<file path="src/rtl/alu_sequencer_pkg.sv">
// Shared types for the ALU byte-serial sequencer: state encoding and
// EXEC counter width.
package alu_sequencer_pkg;

  // Sequencer states, 3-bit encoding shared with the surrounding CPU.
  typedef enum logic [2:0] {
    S_IDLE   = 3'd0,
    S_LD_AL  = 3'd1,
    S_LD_AH  = 3'd2,
    S_LD_BL  = 3'd3,
    S_LD_BH  = 3'd4,
    S_EXEC   = 3'd5,
    S_OUT_LO = 3'd6,
    S_OUT_HI = 3'd7
  } seq_state_t;

  // EXEC settle counter width; covers EXEC_CYCLES up to 15.
  localparam int CNT_W = 4;

endpackage

</file>
<file path="src/rtl/alu_seq_byte_reg.sv">
// 8-bit load-enable register with asynchronous active-low reset.
// Holds ALU operands and captured results inside the sequencer.
module alu_seq_byte_reg (
  input  logic       clk,
  input  logic       rst_n,
  input  logic       en,
  input  logic [7:0] d,
  output logic [7:0] q
);

  // Load on enable, otherwise hold; cleared only by reset.
  always_ff @(posedge clk or negedge rst_n) begin
    if (!rst_n) q <= 8'h00;
    else if (en) q <= d;
  end

endmodule

</file>
<file path="src/rtl/alu_sequencer.sv">
// Byte-serial front/back end around the 16-bit ALU. Collects an opcode and
// four operand bytes, holds them on the ALU ports, waits EXEC_CYCLES for
// the ALU to settle, captures the result and flags, then returns the
// result as two bytes (low, high) on a valid/ready bus.
//
// Optional build macro ALU_SEQ_LOCAL_ZEROF_EN: when defined the zero flag
// is derived locally from the 16-bit ALU result and alu_zerof is ignored;
// otherwise the ALU's own zero flag is captured.
//
// state    | meaning
// ---------+------------------------------------------------
// S_IDLE   | waiting for a command, cmd_ready high
// S_LD_AL  | waiting for operand A low byte
// S_LD_AH  | waiting for operand A high byte
// S_LD_BL  | waiting for operand B low byte
// S_LD_BH  | waiting for operand B high byte
// S_EXEC   | ALU settling, capture on the last settle cycle
// S_OUT_LO | presenting result low byte
// S_OUT_HI | presenting result high byte with out_last
module alu_sequencer
  import alu_sequencer_pkg::*;
#(
  parameter int EXEC_CYCLES = 1,
  parameter int OP_WIDTH    = 8
) (
  input  logic                clk,
  input  logic                rst_n,
  input  logic                flush,
  input  logic                cmd_valid,
  input  logic [OP_WIDTH-1:0] cmd_op,
  output logic                cmd_ready,
  input  logic                in_valid,
  input  logic [7:0]          in_data,
  output logic                in_ready,
  output logic                out_valid,
  input  logic                out_ready,
  output logic [7:0]          out_data,
  output logic                out_last,
  output logic                out_zerof,
  output logic                out_overf,
  output logic [OP_WIDTH-1:0] alu_op,
  output logic [7:0]          alu_a_low,
  output logic [7:0]          alu_a_high,
  output logic [7:0]          alu_b_low,
  output logic [7:0]          alu_b_high,
  input  logic [7:0]          alu_res_low,
  input  logic [7:0]          alu_res_high,
  input  logic                alu_zerof,
  input  logic                alu_overf
);

  localparam logic [CNT_W-1:0] EXEC_LAST = CNT_W'(EXEC_CYCLES - 1);

  seq_state_t          state, state_nx;
  logic [CNT_W-1:0]    cnt;
  logic [OP_WIDTH-1:0] op_q;
  logic [7:0]          res_low, res_high;
  logic                zf_q, of_q, zero_cap;
  logic                op_en, al_en, ah_en, bl_en, bh_en, cap_en;

`ifdef ALU_SEQ_LOCAL_ZEROF_EN
  logic unused_alu_zerof;
  assign zero_cap         = (alu_res_high == 8'h00) && (alu_res_low == 8'h00);
  assign unused_alu_zerof = alu_zerof;
`else
  assign zero_cap = alu_zerof;
`endif

  // State register.
  always_ff @(posedge clk or negedge rst_n) begin
    if (!rst_n) state <= S_IDLE;
    else        state <= state_nx;
  end

  // Next state, handshake outputs and register load enables; flush overrides all.
  always_comb begin
    state_nx  = state;
    cmd_ready = 1'b0;
    in_ready  = 1'b0;
    out_valid = 1'b0;
    out_last  = 1'b0;
    out_data  = 8'h00;
    op_en     = 1'b0;
    al_en     = 1'b0;
    ah_en     = 1'b0;
    bl_en     = 1'b0;
    bh_en     = 1'b0;
    cap_en    = 1'b0;
    case (state)
      S_IDLE: begin
        cmd_ready = 1'b1;
        if (cmd_valid) begin
          op_en    = 1'b1;
          state_nx = S_LD_AL;
        end
      end
      S_LD_AL: begin
        in_ready = 1'b1;
        if (in_valid) begin
          al_en    = 1'b1;
          state_nx = S_LD_AH;
        end
      end
      S_LD_AH: begin
        in_ready = 1'b1;
        if (in_valid) begin
          ah_en    = 1'b1;
          state_nx = S_LD_BL;
        end
      end
      S_LD_BL: begin
        in_ready = 1'b1;
        if (in_valid) begin
          bl_en    = 1'b1;
          state_nx = S_LD_BH;
        end
      end
      S_LD_BH: begin
        in_ready = 1'b1;
        if (in_valid) begin
          bh_en    = 1'b1;
          state_nx = S_EXEC;
        end
      end
      S_EXEC: begin
        if (cnt == EXEC_LAST) begin
          cap_en   = 1'b1;
          state_nx = S_OUT_LO;
        end
      end
      S_OUT_LO: begin
        out_valid = 1'b1;
        out_data  = res_low;
        if (out_ready) state_nx = S_OUT_HI;
      end
      S_OUT_HI: begin
        out_valid = 1'b1;
        out_data  = res_high;
        out_last  = 1'b1;
        if (out_ready) state_nx = S_IDLE;
      end
      default: state_nx = S_IDLE;
    endcase
    // A flushed beat or command must not touch the data registers.
    if (flush) begin
      state_nx = S_IDLE;
      op_en    = 1'b0;
      al_en    = 1'b0;
      ah_en    = 1'b0;
      bl_en    = 1'b0;
      bh_en    = 1'b0;
      cap_en   = 1'b0;
    end
  end

  // Settle counter: zero on EXEC entry, counts while staying in EXEC.
  always_ff @(posedge clk or negedge rst_n) begin
    if (!rst_n)                                    cnt <= '0;
    else if (state == S_EXEC && state_nx == S_EXEC) cnt <= cnt + 1'b1;
    else                                           cnt <= '0;
  end

  // Opcode register, held on the ALU until the next command.
  always_ff @(posedge clk or negedge rst_n) begin
    if (!rst_n)     op_q <= '0;
    else if (op_en) op_q <= cmd_op;
  end

  // Captured flags, presented with the result bytes.
  always_ff @(posedge clk or negedge rst_n) begin
    if (!rst_n) begin
      zf_q <= 1'b0;
      of_q <= 1'b0;
    end else if (cap_en) begin
      zf_q <= zero_cap;
      of_q <= alu_overf;
    end
  end

  alu_seq_byte_reg u_a_low   (.clk(clk), .rst_n(rst_n), .en(al_en),  .d(in_data),      .q(alu_a_low));
  alu_seq_byte_reg u_a_high  (.clk(clk), .rst_n(rst_n), .en(ah_en),  .d(in_data),      .q(alu_a_high));
  alu_seq_byte_reg u_b_low   (.clk(clk), .rst_n(rst_n), .en(bl_en),  .d(in_data),      .q(alu_b_low));
  alu_seq_byte_reg u_b_high  (.clk(clk), .rst_n(rst_n), .en(bh_en),  .d(in_data),      .q(alu_b_high));
  alu_seq_byte_reg u_res_low (.clk(clk), .rst_n(rst_n), .en(cap_en), .d(alu_res_low),  .q(res_low));
  alu_seq_byte_reg u_res_high(.clk(clk), .rst_n(rst_n), .en(cap_en), .d(alu_res_high), .q(res_high));

  assign alu_op    = op_q;
  assign out_zerof = zf_q;
  assign out_overf = of_q;

endmodule
</file>
<file path="config.mk">
export PLATFORM = sky130hd
export DESIGN_NAME = alu_sequencer
export DESIGN_NICKNAME = d
export VERILOG_FILES = /design/src/rtl/alu_sequencer_pkg.sv /design/src/rtl/alu_seq_byte_reg.sv /design/src/rtl/alu_sequencer.sv
export SDC_FILE = /design/constraint.sdc
export NUM_CORES = 1
export LEC_CHECK = 0
export BUFFER_PORTS_ARGS = -buffer_cell sky130_fd_sc_hd__buf_4
export CAP_MARGIN = 30
export CORE_MARGIN = 4
export CORE_UTILIZATION = 24
export DETAILED_ROUTE_END_ITERATION = 8
export SLEW_MARGIN = 20
export SYNTH_ARGS = -nofsm -noshare
export SYNTH_HDL_FRONTEND = slang
export SYNTH_SLANG_ARGS = --single-unit
</file>
<file path="constraint.sdc">
create_clock -name clk -period 2.2 [get_ports clk]
set_input_delay 0.33 -clock clk [delete_from_list [all_inputs] [get_ports clk]]
set_output_delay 0.33 -clock clk [all_outputs]
set_load 0.02 [all_outputs]
</file>
[After elaboration in Yosys (flattened, before gate mapping)]
Index checks and enable logic that the tools add are counted.
Word-level totals
  register bits after elaboration: 65
  bits in latches: 0
  RAM bits: 0
  ROM bits: 0
  input bits: 40
  output and inout bits: 54
  memories: 0
Cells by class
  $add $sub $neg: 1
  multipliers: 0
  div/mod/pow operators: 0
  magnitude comparators: 0
  eq/ne operators: 8
  shifts and indexed selects: 0
  muxes and demuxes: 31
  bitwise operators: 0
  reductions and logical operators: 5
Operator list (count)
  3-bit two-way mux: 9
  3-bit case mux with 8 select lines: 1
  1-bit two-way mux: 19
  8-bit case mux with 2 select lines: 1
  3-bit == test (second input constant): 5
  3-bit by 2-bit == test with 1-bit output (second input constant): 2
  4-bit by 1-bit adder with 4-bit output (second input constant): 1
  4-bit logical NOT: 1
  4-bit two-way mux: 1
  4-bit OR reduction: 1
  3-bit by 1-bit == test with 1-bit output (second input constant): 1
  3-bit logical NOT: 1
  2-bit OR reduction: 1
  1-bit logical AND: 1

[Depth between registers and ports, before layout]
Gate-level depths: netlist of run 1.
  depth after elaboration: 7
  gate-level depth with buffers: 8
  mapped depth without buffers: 6

[Cells and area by module]
From an unflattened synthesis of run 1, not the netlist that was laid out.
Second synthesis, totals
  cells, all modules: 198
  area total of the unflattened synthesis: 3024.2 sq um
Modules (own cells, without submodules)
  alu_seq_byte_reg: instances 6, cells each 17, area each 331.6 sq um
  alu_sequencer: instances 1, cells each 96, area each 1034.7 sq um

[Worst setup path before layout of run 1]
No wires, ideal clock.
  path kind: register to register
  start point: register cnt[0]
  end point: register u_res_high.q[0]
  arrival: 1.716 ns
  required time: 2.075 ns
  path slack: 0.359 ns
  cell stages (with the launch flop): 9
  path buffers: 2
  clock period less this slack: 1.841 ns
  cell sequence: dfrtp_1 inv_1 ha_1 nor3b_1 nor2b_1 and2_1 buf_4 buf_6 mux2_4
Between the ends
  cells in the longest elaborated chain, start to end: 4
Ends and longest elaborated chain
  start: declaration: RTL line alu_sequencer.sv:55  | logic [CNT_W-1:0] cnt;
  start signal: assignment: RTL line alu_sequencer.sv:159  | else if (state == S_EXEC && state_nx == S_EXEC) cnt <= cnt + 1'b1;
  4-bit logical NOT: RTL line alu_sequencer.sv:126  | if (cnt == EXEC_LAST) begin
  1-bit two-way mux: RTL line alu_sequencer.sv:126
  1-bit two-way mux: RTL line alu_sequencer.sv:89  | case (state)
  1-bit two-way mux: RTL line alu_sequencer.sv:145  | if (flush) begin
  end signal: assignment: RTL line alu_seq_byte_reg.sv:13  | if (!rst_n) q <= 8'h00;
  end signal: assignment: RTL line alu_seq_byte_reg.sv:14  | else if (en) q <= d;
  end: declaration: RTL line alu_seq_byte_reg.sv:8  | output logic [7:0] q
No other way between the ends.
A chain may end at the register's enable or synchronous reset.

[Worst setup path in the final report of run 1]
  start point: register state[1]
  end point: output port out_data[7]
Between the ends
  cells in the longest elaborated chain, start to end: 2
Ends and longest elaborated chain
  start: declaration: RTL line alu_sequencer.sv:54  | seq_state_t state, state_nx;
  start signal: assignment: RTL line alu_sequencer.sv:72  | else state <= state_nx;
  3-bit == test: RTL line alu_sequencer.sv:89
  8-bit case mux with 2 select lines (*): RTL line alu_sequencer.sv:89
  end: declaration: RTL line alu_sequencer.sv:37  | output logic [7:0] out_data,
Every way passes the cells marked *; elsewhere a longest branch is shown, timed or not.

==> impl_metrics.tcl, run 1 <==
set metrics [dict create \
    status "completed" \
    yosys.area.top_type "dfrtp_1" \
    cts_tree "done" \
    placed_cell_area_um2 3699 \
    tightest_slew_ps 816.0 \
    hold_viol 0 \
    grt_pass1_wl_um 10830 \
    die_h_um 116.3 \
    cp_cell_sequence "buf_4 > nand2_1 > nor2_1 > buf_4" \
    startpoint "state[1]" \
    ir_drop_mv 0.3549 \
    synth_flop_cell "dfrtp_1" \
    drt-wirelength-per-cell_um 15.26 \
    cts.sink_count 65 \
    ctsResizeCount 0 \
    cts_hold_buf 0 \
    p_per_area_nw_per_um2 810.8 \
    ys_top_cells_by_area "dfrtp_1 58%, mux2_2 19%, mux2_4 5.3%" \
    fill_cells 1133 \
    cts.clk_slew.worst_paths_ps 50 \
    ys_ff_latch 65 \
    critPathBufInv 2 \
    yosys-top-cells-count "65 x dfrtp_1, 48 x mux2_2, 16 x nor2_1" \
    avgSynthCellArea_um2 14.21 \
    die_area_um2 13520 \
    overflow 0 \
    synth_edf_count 0 \
    slowest_delay_ps 520 \
    critPathKind "flip-flop to output port" \
    drv_cap 0 \
    root_buffer "clkbuf_16" \
    core-area_um2 11470 \
    fmax_mhz 483.5 \
    ys_seq_area_frac 0.5780 \
    antenna_left 0 \
    die_w_um 116.3 \
    drive_above_1_share 0.5789 \
    synth_top_area_frac 0.5780 \
    cp_common_cell "buf_4" \
    syn-num-nets 240 \
    antenna_found_initial 0 \
    cp.arrival_ps 1740 \
    tns_ps 0 \
    avgViaCountPerCell 4.322 \
    area_delta_synth_final_pct 41.62 \
    antenna_cells 0 \
    clk_latency_ps 320 \
    nets 342 \
    port-buffer-count 93 \
    max_slew_margin 0.4560 \
    cts_buffers 9 \
    p_leak_nw 1.952 \
    period_minus_slack_ps 2068 \
    postSynth.asyncResetShare 1.000 \
    critPathMaxFanout 10 \
    rsz0062_at_grt "no" \
    synth_warnings 0 \
    crit_family "flip-flops" \
    num_io_pins 94 \
    first_global_vias 2139 \
    drt_pass1_iterations 4 \
    fin_crit_sh 0.9401 \
    final_cell_area_um2 3985 \
    multi_input_area_um2 1119 \
    cp_slowest_cell "dfrtp_1" \
    register_area_um2 1627 \
    hpwl_um 4854 \
    netlist_area_um2 2814 \
    clockBufferDepth 2 \
    vias 1932 \
    grt_max_degree 66 \
    h-tree-depth 3 \
    cp-end-kind "output port" \
    drt_iter0_drc 46 \
    hold_class "primary input to async pin" \
    grt_use_total 0.1041 \
    netlist_instances 198 \
    yosysMostFrequentCell "dfrtp_1" \
    drcViolationCount 0 \
    final-setup-viol-count 0 \
    finalMaxSlewViolations 0 \
    num_rows 39 \
    startpoint_type "flip-flop" \
    drt_wl_total_um 6821 \
    fin_skew_ps 5.639 \
    cts_setup_buffers 0 \
    yosysUniqueCellTypes 36 \
    initial_utilization 0.2454 \
    gp_congestion 0.7257 \
    crit_required_ps 1870 \
    r2r-start "cnt[0]" \
]
[power breakdown]
part           switching (mW)  internal (mW)  total, mW  leakage (nW)
Clock                   0.506          0.870       1.38         0.142
Sequential             0.0584           1.29       1.35         0.867
Combinational           0.253          0.251      0.504         0.943
Total                   0.817           2.41       3.23          1.95
[worst paths after layout]
kind                              endpoint  slack [ps]  depth (start not counted)
setup / recovery               out_data[7]         130                          4
hold / removal               u_b_high.q[2]         120                          1
setup reg to reg                 out_overf         280                          7
hold reg to reg                     cnt[0]         480                          1
max in group asynchronous    u_b_high.q[0]        1570                          1
min in group clk           u_res_high.q[1]         230                          2
[area by class of cell]
| cell class | instances | area share |
|---|---|---|
| clock inverter | 5 | 0.01444 |
| timing repair buffer | 99 | 0.1896 |
| tap | 143 | 0.04490 |
| clock buffer | 10 | 0.05746 |
| sequential | 65 | 0.4082 |
| inverter | 5 | 0.004710 |
| multi-input combinational | 120 | 0.2807 |
[worst reg2reg max path, delay by kind of cell, from the launching register on]
family	cells	cell delay [ps]
and+or+nand+nor	3	670
DFF	1	400
muxes	1	350
buffers and inverters	2	250
adders and majority gates	1	130
[cell families (layout without fill, tap and decap cells)]
kind of cell	after synthesis	count (layout)	share of synthesized area
flops	65	65	0.5780
mux	68	68	0.2810
xor+xnor	2	2	0.006226
simple gates	42	42	0.08583
compound gates	6	6	0.01556
buf+inv	13	119	0.02445
fa+ha+maj	2	2	0.008891
[cells in the final DEF, fill, tap and decap left out, drive strengths merged]
cell	n
bufinv	1
nor3	3
nor3b	4
nand3	4
nand2b	1
clkinv	4
nor2	16
a221oi	1
nand2	3
or3	1
mux2	58
or4	1
a21oi	1
ha	2
nor2b	2
clkbuf	10
nand3b	1
a2111oi	1
dfrtp	65
a21o	1
buf	99
mux2i	10
and3	2
or2	1
and2	1
a32oi	1
inv	5
o21ai	1
nor4	2
xnor2	1
xor2	1
[routing by layer]
metal / routed length, um / up-vias / track usage
met5: 0 / - / 0
met4: 82 / 0 / 0.03248
met3: 459 / 7 / 0.04404
met2: 3301 / 52 / 0.1602
met1: 2977 / 968 / 0.1333
li1: - / 905 / -
[flip-flops by register name, summed over array words and instances, names as in the netlist]
register and flops:
state 3, u_res_low.q 8, u_b_high.q 8, u_a_low.q 8, cnt 4, u_a_high.q 8
out_zerof 1, out_overf 1, alu_op 8, u_b_low.q 8, u_res_high.q 8
[per-stage QoR]
step           cells  setup slack (ps)  total power [mW]  hold slack [ps]    util
2_1_floorplan    198             358.8             1.605            34.41       -
3_3_place_gp     432             347.5             1.875            467.5  0.3225
3_5_place_dp     432             299.1             1.887            483.7  0.3225
4_1_cts          447             77.49             3.294            141.6  0.3475
5_1_grt          447             10.66             3.382            181.7  0.3475
6_report         447             131.7             3.231            116.4  0.3475
(Power assumes the default switching activity.)
==> run 2: changes to the inputs <==
- clock period: 2.2 -> 2.25 ns (I/O delays scaled with it)
==> run 2 against run 1 <==
Compared with the run above:
- utilization decreased by 0.20 points
- wire length fell by 2.1%
- non-clock buffer count is the same
- first-iteration DRC count shrank 17%
- total power decreased by 5.5%
- die area unchanged
==> impl_metrics.tcl, run 2 (synthesized netlist as in run 1, its figures left out) <==
set metrics [dict create \
    status "completed" \
    fin_skew_ps 9.021 \
    clockBufferDepth 2 \
    ctsResizeCount 0 \
    area_delta_synth_final_pct 40.82 \
    reg2reg_to "out_overf" \
    grt_max_degree 66 \
    cp.arrival_ps 1660 \
    final_common_cell "buf_4" \
    avgViaCountPerCell 4.391 \
    cts_hold_buf 0 \
    fill_cells 1155 \
    ir_drop_mv 0.3417 \
    critPathMaxFanout 14 \
    r2r_cells 7 \
    r2r-start "cnt[0]" \
    layout_common_cells "98 x buf_4, 65 x dfrtp_1, 48 x mux2_2" \
    placed_cell_area_um2 3699 \
    hpwl_um 4778 \
    die_area_um2 13520 \
    antenna_found_initial 0 \
    die_w_um 116.3 \
    cp-end-kind "output port" \
    fin_crit_sh 0.8876 \
    final-setup-viol-count 0 \
    cts.clk_slew.worst_paths_ps 50 \
    startpoint_type "flip-flop" \
    core-area_um2 11470 \
    clk_latency_ps 320 \
    p_leak_nw 1.938 \
    p_per_area_nw_per_um2 770.5 \
    drt_iter0_drc 38 \
    fin_ws_ps 252.8 \
    cts_setup_buffers 0 \
    dp_worst_setup_slack_ps 329.9 \
    max_slew_margin 0.4534 \
    drcViolationCount 0 \
    grt_pass1_wl_um 10920 \
    h-tree-depth 3 \
    rsz0062_at_grt "no" \
    port-buffer-count 93 \
    drt-wirelength-per-cell_um 14.95 \
    critPathKind "flip-flop to output port" \
    antenna_cells 0 \
    grt_use_total 0.1054 \
    num_rows 39 \
    overflow 0 \
    cts_tree "done" \
    hold_viol 0 \
    drv_cap 0 \
    drt_wl_total_um 6681 \
    period_minus_slack_ps 1997 \
    tns_ps 0 \
    vias 1963 \
    whs_ps 130.5 \
    nets 342 \
    final_cell_area_um2 3963 \
    hold_class "primary input to async pin" \
    cts.sink_count 65 \
    crit_required_ps 1910 \
    initial_utilization 0.2454 \
    fmax_mhz 500.7 \
    root_buffer "clkbuf_16" \
    die_h_um 116.3 \
    drive_above_1_share 0.5757 \
    finalMaxSlewViolations 0 \
    tightest_slew_ps 819.8 \
    num_io_pins 94 \
    cts_buffers 9 \
    drt_pass1_iterations 4 \
    gp_congestion 0.7192 \
    fin_util 0.3456 \
    r2r_slack_ps 330 \
    antenna_left 0 \
    first_global_vias 2163 \
]
run 2: changes by cell type in the layout (fill, tap and decap cells not counted):
cell	previous run	this run
bufinv_16	1	0
clkbuf_1	1	2
clkbuf_8	0	1
clkinv_4	2	0
clkinvlp_4	0	1
run 2: worst max-delay path: stages, from the launching register on:
cell and delay (ps):
dfrtp_1 590, buf_4 290, mux2i_1 220, nor2_1 60
buf_4 170
run 2: area by class of cell:
class                   instances  area [um2]  area share
clock buffers                  12       246.5     0.06220
clock inverters                 3       17.52    0.004421
inverters                       5       18.77    0.004736
multi-input cells             120        1119      0.2823
flip-flops and latches         65        1627      0.4105
well taps                     143       178.9     0.04515
repair buffers                 99       755.7      0.1907
run 2: power by group:
group | switching, mW | internal, mW | leakage, nW
sequential | 0.0565 | 1.26 | 0.867
combinational | 0.244 | 0.245 | 0.943
clock | 0.477 | 0.765 | 0.128
run 2: stage by stage:
stage / total power [mW] / instances
after floorplan: 1.570 / 198
after global routing: 3.210 / 447
after CTS: 3.109 / 447
after global placement: 1.833 / 432
final: 3.053 / 447
after detailed placement: 1.842 / 432
run 2: layer usage:
metal	vias to the layer above	part of all wire	GRT usage	wire [um]
li1	900	-	-	-
met1	1003	0.43	0.1283	2868
met2	51	0.49	0.1686	3298
met3	9	0.063	0.04404	418
met4	0	0.014	0.03635	96
met5	-	0	0	0
run 2: how the worst max path moves through the flow:
stage	start	endpoint	slack, ps	cells past startpoint
after floorplan	cnt[0]	u_res_high.q[0]	410	8
after global placement	cnt[0]	u_res_low.q[5]	400	7
after detailed placement	cnt[0]	out_overf	330	7
after CTS	state[0]	out_data[6]	240	4
after global routing	state[0]	out_data[3]	130	4
final	state[0]	out_data[6]	250	4
==> run 3: changes to the inputs <==
- ABC_AREA: not set -> 1
- CORE_ASPECT_RATIO: not set -> 1.2
==> run 3 against run 2 <==
Compared with the run above:
- synthesized cell count increased by 55%
- critical endpoint is now out_data[0]
- maximum frequency decreased by 0.78%
- utilization decreased by 0.42 points
- combinational power increased to 2.6 times the previous value
- first-iteration DRC count increased to 2.7 times the previous value
- wire length increased by 14%
- critical path depth unchanged
==> impl_metrics.tcl, run 3 <==
set metrics [dict create \
    period_minus_slack_ps 2013 \
    antenna_left 0 \
    p_leak_nw 2.085 \
    synth_top_family_by_area "simple AND/OR/NAND/NOR gates" \
    drv_cap 0 \
    critPathKind "flip-flop to output port" \
    hold_class "primary input to async pin" \
    yosysUniqueCellTypes 28 \
    nets 442 \
    drt-wirelength-per-cell_um 13.63 \
    cp.arrival_ps 1680 \
    area_delta_synth_final_pct 39.28 \
    drt_pass1_iterations 4 \
    wl_met1_um 3111 \
    cts_buffers 9 \
    synth_simple_gate_area_share 0.2167 \
    grt_use_total 0.1181 \
    yosys-top-cells-count "94 x nand2_1, 65 x dfrtp_1, 27 x inv_1" \
    ctsResizeCount 0 \
    postSynth.asyncResetShare 1.000 \
    wl_met3_um 550 \
    finalMaxSlewViolations 0 \
    yosysMostFrequentCell "nand2_1" \
    yosys.area.top_type "dfrtp_1" \
    r2r_cells 5 \
    clk_latency_ps 330 \
    cts_hold_buf 0 \
    fin_util 0.3414 \
    highest_layer "met4" \
    drcViolationCount 0 \
    synth_top_area_frac 0.5737 \
    overflow 0 \
    status "completed" \
    root_buffer "clkbuf_16" \
    die_area_um2 13620 \
    synth_compound_area_frac 0.1192 \
    clockBufferDepth 2 \
    fin_skew_ps 4.359 \
    whs_ps 103.0 \
    crit_required_ps 1910 \
    hold_viol 0 \
    drt_wl_total_um 7647 \
    cts.clk_slew.worst_paths_ps 50 \
    r2r_slack_ps 530 \
    num_rows 43 \
    wl_met2_um 3861 \
    synth_fa_ha_area_frac 0.008826 \
    fmax_mhz 496.8 \
    synth_flop_cell "dfrtp_1" \
    worstSetupEndpoint "out_data[0]" \
    num_io_pins 94 \
    cts.sink_count 65 \
    critPathMaxFanout 10 \
    fin_crit_sh 0.8946 \
    dp_worst_setup_slack_ps 465.8 \
    tightest_slew_ps 843.4 \
    avgSynthCellArea_um2 9.235 \
    ir_drop_mv 0.5285 \
    synth_xor_xnor_area_share 0.009267 \
    placed_cell_area_um2 3652 \
    cts_tree "done" \
    netlist_instances 307 \
    die_w_um 107.2 \
    antenna_cells 0 \
    ys_seq_area_frac 0.5737 \
    tns_ps 0 \
    synth_edf_count 0 \
    muxShareOfSynthArea 0 \
    hpwl_um 5711 \
    final-setup-viol-count 0 \
    die_h_um 127.1 \
    port-buffer-count 93 \
    drt_iter0_drc 104 \
    max_slew_margin 0.4377 \
    ys_ff_latch 65 \
    gp_congestion 0.8397 \
    grt_pass1_wl_um 12450 \
    initial_utilization 0.2451 \
    grt_max_degree 66 \
    final_cell_area_um2 3949 \
    first_global_vias 2475 \
    startpoint_type "flip-flop" \
    fill_cells 1208 \
    p_per_area_nw_per_um2 1087 \
    synth_warnings 0 \
    ys_top_cells_by_area "dfrtp_1 57%, nand2_1 12%, o21ai_0 4.2%" \
    layout_common_cells "95 x buf_4, 94 x nand2_1, 65 x dfrtp_1" \
    rsz0062_at_grt "no" \
    reg2reg_to "u_a_high.q[2]" \
    fin_ws_ps 237.1 \
    cts_setup_buffers 0 \
    core-area_um2 11570 \
    netlist_area_um2 2835 \
    h-tree-depth 3 \
    avgViaCountPerCell 4.264 \
    syn-num-nets 349 \
    r2r-start "state[0]" \
    cp-end-kind "output port" \
    drive_above_1_share 0.3168 \
    startpoint "state[2]" \
    final_common_cell "buf_4" \
    antenna_found_initial 0 \
    vias 2392 \
]
==> run 3: layer usage <==
layer	track usage	vias up
met5	0	-
met4	0.04289	0
met2	0.2026	73
met1	0.1334	1138
met3	0.04447	11
li1	-	1170
==> run 3: how the worst min path moves through the flow <==
stage | cells after the start | endpoint | startpoint | slack, ps
5_1_grt | 2 | state[1] | flush | 190
3_3_place_gp | 2 | u_res_low.q[7] | u_res_low.q[7] | 450
2_1_floorplan | 0 | alu_op[0] | rst_n | 40
6_report | 1 | u_res_high.q[1] | rst_n | 100
3_5_place_dp | 2 | u_res_low.q[7] | u_res_low.q[7] | 460
4_1_cts | 1 | u_b_high.q[4] | rst_n | 160
==> run 3: power breakdown <==
group | total, mW | internal (mW) | switching (mW)
clock network | 1.38 | 0.907 | 0.474
logic | 1.25 | 0.544 | 0.703
registers | 1.66 | 1.48 | 0.187
==> run 3: through the flow <==
step	cells	total power, mW
2_1_floorplan	307	2.320
4_1_cts	561	4.377
5_1_grt	561	4.549
3_5_place_dp	546	2.961
3_3_place_gp	546	2.934
6_report	561	4.293
==> run 3: critical path: stages (launching register included) <==
cell and delay [ps]:
dfrtp_1 500, inv_2 120, nor3_4 370, a22o_1 210, buf_4 140
==> run 3: logic make-up after synthesis <==
logic type / Yosys count
AOI/OAI and AO/OA: 51
xor gates and xnor gates: 3
adders and majority gates: 2
buffers and inverters: 43
DFF: 65
and+or+nand+nor: 143
==> run 3: layout make-up <==
| class | count | area, um2 | share of cell area |
|---|---|---|---|
| Timing Repair Buffer | 95 | 713.2 | 0.1806 |
| Multi-Input combinational cell | 199 | 1003 | 0.2541 |
| Inverter | 30 | 112.6 | 0.02852 |
| Tap cell | 157 | 196.4 | 0.04975 |
| Clock buffer | 12 | 256.5 | 0.06496 |
| Clock inverter | 3 | 40.04 | 0.01014 |
| Sequential cell | 65 | 1627 | 0.4119 |
